## config.mk

```make
export PLATFORM = sky130hd
export DESIGN_NAME = pla_seq_eval_flat
export DESIGN_NICKNAME = d
export VERILOG_FILES = /design/src/rtl/pla_seq_eval_if.sv /design/src/rtl/pla_seq_eval.sv /design/src/flat_wrapper.sv
export SDC_FILE = /design/constraint.sdc
export NUM_CORES = 1
export LEC_CHECK = 0
export BUFFER_PORTS_ARGS = -buffer_cell sky130_fd_sc_hd__buf_2
export CAP_MARGIN = 30
export CORE_AREA = 4 4 318 320
export CTS_CLUSTER_SIZE = 30
export DETAILED_ROUTE_END_ITERATION = 10
export DIE_AREA = 0 0 322 324
export PLACE_DENSITY_LB_ADDON = 0.05
export SLEW_MARGIN = 20
export SYNTH_ARGS = -nofsm -noshare
export SYNTH_HDL_FRONTEND = slang
export SYNTH_SLANG_ARGS = --single-unit
```

## constraint.sdc

```tcl
create_clock -name clk -period 9.67 [get_ports clk]
set_input_delay 0.967 -clock clk [delete_from_list [all_inputs] [get_ports clk]]
set_output_delay 0.967 -clock clk [all_outputs]
set_load 0.02 [all_outputs]
```

## src/rtl/pla_seq_eval_if.sv

```systemverilog
`default_nettype none
// ============================================================================
// Module   : pla_seq_eval_if
// Brief    : Cube-table configuration, input-vector and result handshakes
//            for pla_seq_eval.
// Revision : 1.0 - initial release
// ============================================================================
interface pla_seq_eval_if #(
    parameter int N_IN  = 16,
    parameter int N_OUT = 1,
    parameter int DEPTH = 32
);
    localparam int AW = $clog2(DEPTH);

    logic             cfg_we;
    logic [AW-1:0]    cfg_addr;
    logic [N_IN-1:0]  cfg_care;
    logic [N_IN-1:0]  cfg_val;
    logic [N_OUT-1:0] cfg_out;
    logic             cfg_en;
    logic             cfg_err;
    logic             mode;
    logic             in_valid;
    logic             in_ready;
    logic [N_IN-1:0]  x;
    logic             out_valid;
    logic             out_ready;
    logic [N_OUT-1:0] y;
    logic             busy;

    modport master (
        output cfg_we, cfg_addr, cfg_care, cfg_val, cfg_out, cfg_en,
        output mode, in_valid, x, out_ready,
        input  cfg_err, in_ready, out_valid, y, busy
    );

    modport slave (
        input  cfg_we, cfg_addr, cfg_care, cfg_val, cfg_out, cfg_en,
        input  mode, in_valid, x, out_ready,
        output cfg_err, in_ready, out_valid, y, busy
    );
endinterface
`default_nettype wire

```

## src/rtl/pla_seq_eval.sv

```systemverilog
`default_nettype none
// ============================================================================
// Module   : pla_seq_eval
// Brief    : Programmable cube-table PLA evaluated one cube per cycle in
//            SOP (OR) or ESOP (XOR) accumulation mode.
// Revision : 1.0 - initial release
// ============================================================================
module pla_seq_eval #(
    parameter  int N_IN  = 16,
    parameter  int N_OUT = 1,
    parameter  int DEPTH = 32,
    localparam int AW    = $clog2(DEPTH)
) (
    input  logic             clk,
    input  logic             rst,
    pla_seq_eval_if.slave    bus
);
    typedef enum logic [1:0] {
        S_IDLE = 2'd0,
        S_SCAN = 2'd1,
        S_DONE = 2'd2
    } state_t;

    localparam logic [AW-1:0] c_last  = AW'(DEPTH - 1);
    localparam logic [AW:0]   c_depth = (AW + 1)'(DEPTH);

    state_t           r_state;
    state_t           w_state_next;

    logic [N_IN-1:0]  r_care [DEPTH];
    logic [N_IN-1:0]  r_val  [DEPTH];
    logic [N_OUT-1:0] r_out  [DEPTH];
    logic [DEPTH-1:0] r_en;

    logic [N_IN-1:0]  r_x;
    logic             r_mode;
    logic [N_OUT-1:0] r_acc;
    logic [AW-1:0]    r_idx;
    logic [N_OUT-1:0] r_y;
    logic             r_cfg_err;

    logic             w_accept;
    logic             w_addr_ok;
    logic             w_cfg_ok;
    logic             w_hit;
    logic [N_OUT-1:0] w_contrib;
    logic [N_OUT-1:0] w_acc_next;
    logic             w_in_ready;
    logic             w_out_valid;
    logic             w_busy;

    // Non-power-of-2 tables leave addresses that decode to no entry.
    assign w_addr_ok = ({1'b0, bus.cfg_addr} < c_depth);
    assign w_cfg_ok  = bus.cfg_we && (r_state == S_IDLE) && w_addr_ok;
    assign w_accept  = (r_state == S_IDLE) && bus.in_valid;

    assign w_hit      = r_en[r_idx] && (((r_x ^ r_val[r_idx]) & r_care[r_idx]) == '0);
    assign w_contrib  = w_hit ? r_out[r_idx] : '0;
    assign w_acc_next = r_mode ? (r_acc ^ w_contrib) : (r_acc | w_contrib);

    always_ff @(posedge clk) begin
        if (rst) begin
            r_state <= S_IDLE;
        end else begin
            r_state <= w_state_next;
        end
    end

    always_comb begin
        w_state_next = r_state;
        w_in_ready   = 1'b0;
        w_out_valid  = 1'b0;
        w_busy       = 1'b0;
        case (r_state)
            S_IDLE: begin
                w_in_ready = 1'b1;
                if (bus.in_valid) begin
                    w_state_next = S_SCAN;
                end
            end
            S_SCAN: begin
                w_busy = 1'b1;
                if (r_idx == c_last) begin
                    w_state_next = S_DONE;
                end
            end
            S_DONE: begin
                w_busy      = 1'b1;
                w_out_valid = 1'b1;
                if (bus.out_ready) begin
                    w_state_next = S_IDLE;
                end
            end
            default: begin
                w_state_next = S_IDLE;
            end
        endcase
    end

    always_ff @(posedge clk) begin
        if (rst) begin
            r_x       <= '0;
            r_mode    <= 1'b0;
            r_acc     <= '0;
            r_idx     <= '0;
            r_y       <= '0;
            r_cfg_err <= 1'b0;
        end else begin
            r_cfg_err <= bus.cfg_we && !w_cfg_ok;
            if (w_accept) begin
                r_x    <= bus.x;
                r_mode <= bus.mode;
                r_acc  <= '0;
                r_idx  <= '0;
            end else if (r_state == S_SCAN) begin
                r_acc <= w_acc_next;
                r_idx <= r_idx + 1'b1;
                // y carries the last cube's contribution and then holds.
                if (r_idx == c_last) begin
                    r_y <= w_acc_next;
                end
            end
        end
    end

    always_ff @(posedge clk) begin
        if (rst) begin
            r_en <= '0;
        end else if (w_cfg_ok) begin
            r_en[bus.cfg_addr] <= bus.cfg_en;
        end
    end

    // Only enables need reset; the remaining fields are ignored while disabled.
    always_ff @(posedge clk) begin
        if (w_cfg_ok) begin
            r_care[bus.cfg_addr] <= bus.cfg_care;
            r_val[bus.cfg_addr]  <= bus.cfg_val;
            r_out[bus.cfg_addr]  <= bus.cfg_out;
        end
    end

    assign bus.in_ready  = w_in_ready;
    assign bus.out_valid = w_out_valid;
    assign bus.busy      = w_busy;
    assign bus.y         = r_y;
    assign bus.cfg_err   = r_cfg_err;
endmodule
`default_nettype wire

```

## src/flat_wrapper.sv

```systemverilog
// flat-port wrapper written by rule: the top's interface ports become plain ports
module pla_seq_eval_flat 
#(
    parameter  int N_IN  = 16,
    parameter  int N_OUT = 1,
    parameter  int DEPTH = 32,
    localparam int AW    = $clog2(DEPTH)
)
  (clk, rst, bus_cfg_we, bus_cfg_addr, bus_cfg_care, bus_cfg_val, bus_cfg_out, bus_cfg_en, bus_mode, bus_in_valid, bus_x, bus_out_ready, bus_cfg_err, bus_in_ready, bus_out_valid, bus_y, bus_busy);
  pla_seq_eval_if #(.N_IN(N_IN), .N_OUT(N_OUT), .DEPTH(DEPTH)) bus_i ();
  input  logic clk;
  input  logic rst;
  input wire logic [$bits(bus_i.cfg_we)-1:0] bus_cfg_we;
  input wire logic [$bits(bus_i.cfg_addr)-1:0] bus_cfg_addr;
  input wire logic [$bits(bus_i.cfg_care)-1:0] bus_cfg_care;
  input wire logic [$bits(bus_i.cfg_val)-1:0] bus_cfg_val;
  input wire logic [$bits(bus_i.cfg_out)-1:0] bus_cfg_out;
  input wire logic [$bits(bus_i.cfg_en)-1:0] bus_cfg_en;
  input wire logic [$bits(bus_i.mode)-1:0] bus_mode;
  input wire logic [$bits(bus_i.in_valid)-1:0] bus_in_valid;
  input wire logic [$bits(bus_i.x)-1:0] bus_x;
  input wire logic [$bits(bus_i.out_ready)-1:0] bus_out_ready;
  output wire logic [$bits(bus_i.cfg_err)-1:0] bus_cfg_err;
  output wire logic [$bits(bus_i.in_ready)-1:0] bus_in_ready;
  output wire logic [$bits(bus_i.out_valid)-1:0] bus_out_valid;
  output wire logic [$bits(bus_i.y)-1:0] bus_y;
  output wire logic [$bits(bus_i.busy)-1:0] bus_busy;
  assign bus_i.cfg_we = bus_cfg_we;
  assign bus_i.cfg_addr = bus_cfg_addr;
  assign bus_i.cfg_care = bus_cfg_care;
  assign bus_i.cfg_val = bus_cfg_val;
  assign bus_i.cfg_out = bus_cfg_out;
  assign bus_i.cfg_en = bus_cfg_en;
  assign bus_i.mode = bus_mode;
  assign bus_i.in_valid = bus_in_valid;
  assign bus_i.x = bus_x;
  assign bus_i.out_ready = bus_out_ready;
  assign bus_cfg_err = bus_i.cfg_err;
  assign bus_in_ready = bus_i.in_ready;
  assign bus_out_valid = bus_i.out_valid;
  assign bus_y = bus_i.y;
  assign bus_busy = bus_i.busy;
  pla_seq_eval #(.N_IN(N_IN), .N_OUT(N_OUT), .DEPTH(DEPTH)) u_core (.clk(clk), .rst(rst), .bus(bus_i));
endmodule
```

# [Word-level counts from Yosys, hierarchy flattened]
# Memories as Yosys holds them, arrays and structs flattened. A register that Yosys moved wholly into a read port is not among the register bits.
# Index checks and enable logic that the tools add are counted.
[classes] n_addsub=1 n_lt_le_gt_ge=3 n_eq_ne=6 n_mux=22 bitwise_logic=5 reduce_logical=12
[op_table] cell="32-bit bitwise mux" count=1
[op_table] cell="5-bit two-way mux" count=6
[op_table] cell="16-bit AND" count=1
[op_table] cell="16-bit zero test" count=1
[op_table] cell="16-bit XOR" count=1
[op_table] cell="5-bit by 6-bit less-than comparator with 1-bit output, second input constant" count=2
[op_table] cell="1-bit two-way mux" count=9
[op_table] cell="2-bit two-way mux" count=3
[op_table] cell="2-bit case mux with 3 select lines" count=1
[op_table] cell="3-bit AND reduction" count=2
[op_table] cell="5-bit by 1-bit adder with 5-bit output, second input constant" count=1
[op_table] cell="1-bit binary-select mux with 5-bit select" count=1
[op_table] cell="1-bit demux with 5-bit select" count=1
[op_table] cell="5-bit == test, second input constant" count=1
[op_table] cell="5-bit by 1-bit >= comparator with 1-bit output, second input constant" count=1
[op_table] cell="1-bit logical AND" count=5
[op_table] cell="2-bit != test, second input constant" count=2
[op_table] cell="2-bit OR reduction" count=2
[op_table] cell="2-bit by 1-bit == test with 1-bit output, second input constant" count=1
[op_table] cell="2-bit == test, second input constant" count=1
[op_table] cell="2-bit zero test" count=1
[op_table] cell="2-bit by 1-bit != test with 1-bit output, second input constant" count=1
[op_table] cell="1-bit zero test" count=1
[op_table] cell="1-bit NOT" count=1
[op_table] cell="other kinds (2)" count=2
[word_totals] regBits=59 ramBits=1056 in_bits=61 word_cells=60 memories=3
[memory_table] memory="u_core.r_care" depth=32 width=16 rd=1 rd_clocked_by_memory_dff=1 write_ports=1 line_no="pla_seq_eval.sv:30" source="logic [N_IN-1:0] r_care [DEPTH];"
[memory_table] memory="u_core.r_val" depth=32 width=16 rd=1 rd_clocked_by_memory_dff=1 write_ports=1 line_no="pla_seq_eval.sv:31" source="logic [N_IN-1:0] r_val [DEPTH];"
[memory_table] memory="u_core.r_out" depth=32 width=1 rd=1 rd_clocked_by_memory_dff=1 write_ports=1 line_no="pla_seq_eval.sv:32" source="logic [N_OUT-1:0] r_out [DEPTH];"

# [Logic depth before layout (Yosys ltp)]
[depth] depth_word=7 ltp_mapped=19

# [Least setup slack after synthesis]
# OpenSTA, ideal clock, no wires.
[synth_timing] kind="in2reg" from="input bus_cfg_we" to="memory u_core.r_care[0][0], enable pin" arrival_time_ps=3119 required_ps=9245 slack_ps=6126 path_stages=5 path_buffers=2 cell_sequence="nand2_1 or3_1 clkbuf_1 clkbuf_1 nor2_1"
[synth_between] elab_chain_cells=3
[synth_rtl] element="from (decl)" line_no="flat_wrapper.sv:13" source="input wire logic [$bits(bus_i.cfg_we)-1:0] bus_cfg_we;"
[synth_rtl] element="1-bit logical AND" line_no="pla_seq_eval.sv:54" source="assign w_cfg_ok = bus.cfg_we && (r_state == S_IDLE) && w_addr_ok;"
[synth_rtl] element="1-bit two-way mux" line_no="pla_seq_eval.sv:136" source="if (w_cfg_ok) begin"
[synth_rtl] element="1-bit two-way mux (not written as such)" line_no="pla_seq_eval.sv:137" source="r_care[bus.cfg_addr] <= bus.cfg_care;"
[synth_rtl] element="to (decl)" line_no="pla_seq_eval.sv:30"
# Every way passes these cells.

==> qor.csv <==
metric;value;unit
Setup crit start kind;register;
Sw Pwr;2.246;mW
internal power;8.059;mW
Final Skew;18.53;ps
ANT cells;0;
Clock Tree Buf Depth;3;
status;complete, no violations;
PortBufs;65;
WP buf/inv;1;
R2R depth;12;
Area Growth Syn to Fin;12.44;%
multiplexer share of the synthesized area;0.1561;
reg-to-reg endpoint;u_core.bus.y;
Logic pwr share;0.057;
Placer Congestion;0.7867;
Clk pwr share;0.420;
Vias;22060;
post-synthesis simple-gate area fraction;0.02883;
cts repair resizes;0;
Post-DP Area;45690;sq um
Post-Syn Nets;2253;
Overflow after GRT;0;
vias in the first global route;22630;
Max-Slew Margin vs Limit;0.3323;
number of synthesized register bits;1120;
DRT iter0 DRCs;2117;
layout cells sized above 1;0.2344;
average cell area after synthesis;20.10;sq um
CTS tree;built;
Worst Path Arrival;5420;ps
I/O pins;66;
standard-cell row count;115;
worst-path cell with the longest stage delay;dfxtp_4;
prevailing post-synth register cell;edfxtp_1;
H-tree depth;3;
post-synthesis cell area;43920;sq um
Worst-path clk slew;60;ps
die area;104300;sq um
later-pin clock latency in the skew report;680;ps
hold_ws;473.6;ps
Post-Route WL;122.7;mm
First-pass DRT Iterations;5;
antenna violations before repair;4;
xor/xnor share of the synthesized area;0.008576;
Worst Hold Path EP;u_core.r_en[9];
Setup Crit Path Kind;reg -> reg;
Fmax;204.5;MHz
Sw Share;0.2180;
Hold Path Cell Cnt;2;
DP HPWL;64.94;mm
compound-gate portion of the synthesized area;0.03094;
share of total power in sequential cells;0.523;
Async SR Flop Fraction;0;
Max IR drop VDD;0.1488;mV
pin count of the biggest net entering global routing;107;
total track usage;0.2370;
DRC Markers;0;
Worst-Margin Slew;1001;ps
Post-Synth Adder-Cell Area;0.001994;
Synth Instances;2185;
final hold viol count;0;
Hold Crit Class;reg -> reg;
endpoints failing setup;0;
largest family of logic cells by synthesized area;multiplexers;
Vias/cell;5.980;
worst-path fanout max;45;
first-pass GRT wire length;173.0;mm
DIE WIDTH;322;microns
Final nets;2366;
Slew Limit Fails;0;
post-synthesis sequential area ratio;0.7512;
crit-path cells;buf_4 -> mux4_1 -> a22o_1 -> a221oi_2 -> xnor2_1 -> a22o_1 -> or4_1 -> and4bb_1 -> nor2_1 -> ha_1 -> a21oi_1 -> a311oi_1;
Most common cell on crit path;a22o_1;
core box area;98130;sq um
Yosys warnings;0;
Crit path largest cell delay;900;ps
setup_tns;0;ps
Worst Path Required;10200;ps
unrepaired setup endpoints after global routing;false;
CP Capture Type;register;
Final ANT Viol Nets;0;
Tmin final;4891;ps
Clock Sinks;1120;
HP Start;u_core.r_en[9];
number of flops mapped to enable cells by yosys;1056;
die height;324;microns
Initial Util;0.4475;
leakage dissipation;15.22;nW
setup bufs post-CTS;0;
CTS root buf;clkbuf_16;
final instance area;49380;sq um
R2R Setup Slk;4780;ps
P per Cell Area;208.7;nW/um^2
# hold bufs at CTS;0;
Max Cap Violations;0;
TritonCTS buffer count;117;
post-synth cell types;64;
Top delay family on crit path;compound AO/OA/AOI/OAI gates;
WL/cell;33.25;microns
period utilisation layout;0.5058;
registers in the layout, indices dropped and copies added, names as in the netlist, named ones only:
name	cells
u_core.bus.y	1
u_core.bus.cfg_err	1
u_core.r_x	16
u_core.r_idx	5
u_core.r_state	2
u_core.r_mode	1
u_core.r_val	512
u_core.r_care	512
u_core.r_acc	1
u_core.r_out	32
u_core.r_en	32
metal layers:
| metal | vias up | wire (microns) | track usage |
|---|---|---|---|
| met1 | 11990 | 52740 | 0.3382 |
| li1 | 9205 | - | - |
| met3 | 149 | 7102 | 0.03132 |
| met2 | 714 | 60470 | 0.3938 |
| met5 | - | 12 | 0 |
| met4 | 2 | 2340 | 0.05517 |
final cells by class:
class	instances	area, sq um
inverter	11	43.79
multi-input combinational	927	10200
sequential	1120	33010
fill	7954	48750
clock inverter	77	581.8
tap	1287	1610
timing repair buffer	121	830.8
clock buffer	146	3109
worst reg2reg max path: cells and delay by family (launching register included):
family	cells	cell delay (ps)
compound gates	5	1350
xor+xnor	1	150
fa+ha+maj	1	300
buf+inv	1	790
flops	1	900
mux	1	460
simple gates	3	780
power groups by stage:
stage	registers, mW	logic, mW	clock network (mW)
finish	5.39	0.590	4.32
detailed placement	5.49	0.599	0
global placement	5.49	0.589	0
CTS	5.39	0.600	4.41
global route	5.39	0.637	4.63
floorplan	5.46	0.398	0
cells in the final DEF, fill, tap and decap left out, types with 37 or more instances in the layout:
master	Yosys	routed
buf_4	16	49
mux2i_1	151	151
nand2_1	121	121
clkbuf_16	0	119
mux4_2	220	220
dfxtp_1	64	60
nor2_1	77	44
a22oi_1	44	44
o21ai_0	37	37
edfxtp_1	1056	1056
buf_2	19	65
a21oi_1	58	58
how the worst max path moves through the flow:
stage	end	slack [ps]	from	depth (start not counted)
finish	u_core.bus.y	4780	register	12
detailed placement	u_core.bus.y	4740	register	13
CTS	u_core.bus.y	4690	register	12
global route	u_core.bus.y	4520	register	12
global placement	u_core.bus.y	4790	register	12
floorplan	u_core.r_care[0][0]	6130	bus_cfg_we	5
stage by stage:
step / utilization / worst slack [ps] / instances / power [mW]
finish: 0.5032 / 4779 / 3689 / 10.31
global route: 0.5032 / 4517 / 3689 / 10.66
CTS: 0.5032 / 4688 / 3689 / 10.41
detailed placement: 0.4656 / 4737 / 3466 / 6.093
global placement: 0.4650 / 4793 / 3463 / 6.080
floorplan: - / 6126 / 2185 / 5.863
kinds of logic (layout without fill, tap and decap cells):
group                      Yosys count  after routing
adders and majority gates            7              7
AOI/OAI and AO/OA                  209            209
xor gates and xnor gates            43             43
buffers and inverters              138            355
muxes                              391            391
and+or+nand+nor                    277            277
DFF                               1120           1120
cells in the mapped netlist, types with 4 or more instances:
master       n  area, sq um
a211oi_1     4        30.03
a21o_1       6        45.04
a21oi_1     58        290.3
a221oi_1    11        96.34
a22o_1       4        35.03
a22oi_1     44        330.3
a311oi_1     5        43.79
a31oi_1      5        31.28
and3_1       7        43.79
buf_12       7        140.1
buf_2       19        95.09
buf_4       16        120.1
buf_6       26        292.8
buf_8        6        90.09
clkbuf_1    50        187.7
dfxtp_1     64         1281
edfxtp_1  1056        31710
ha_1         7        87.58
inv_1       10        37.54
mux2_2       9        101.4
mux2i_1    151         1511
mux4_1      11        289.0
mux4_2     220         4955
nand2_1    121        454.2
nand3_1     16        80.08
nand4_1     10        62.56
nor2_1      77        289.0
nor2b_1      5        31.28
nor3_1       5        25.02
nor4b_1      4        35.03
o21ai_0     37        185.2
o21ai_1     10        50.05
or4_1        4        30.03
xnor2_1     29        254.0
xor2_1      14        122.6
Power figures use the tool's default switching activity.
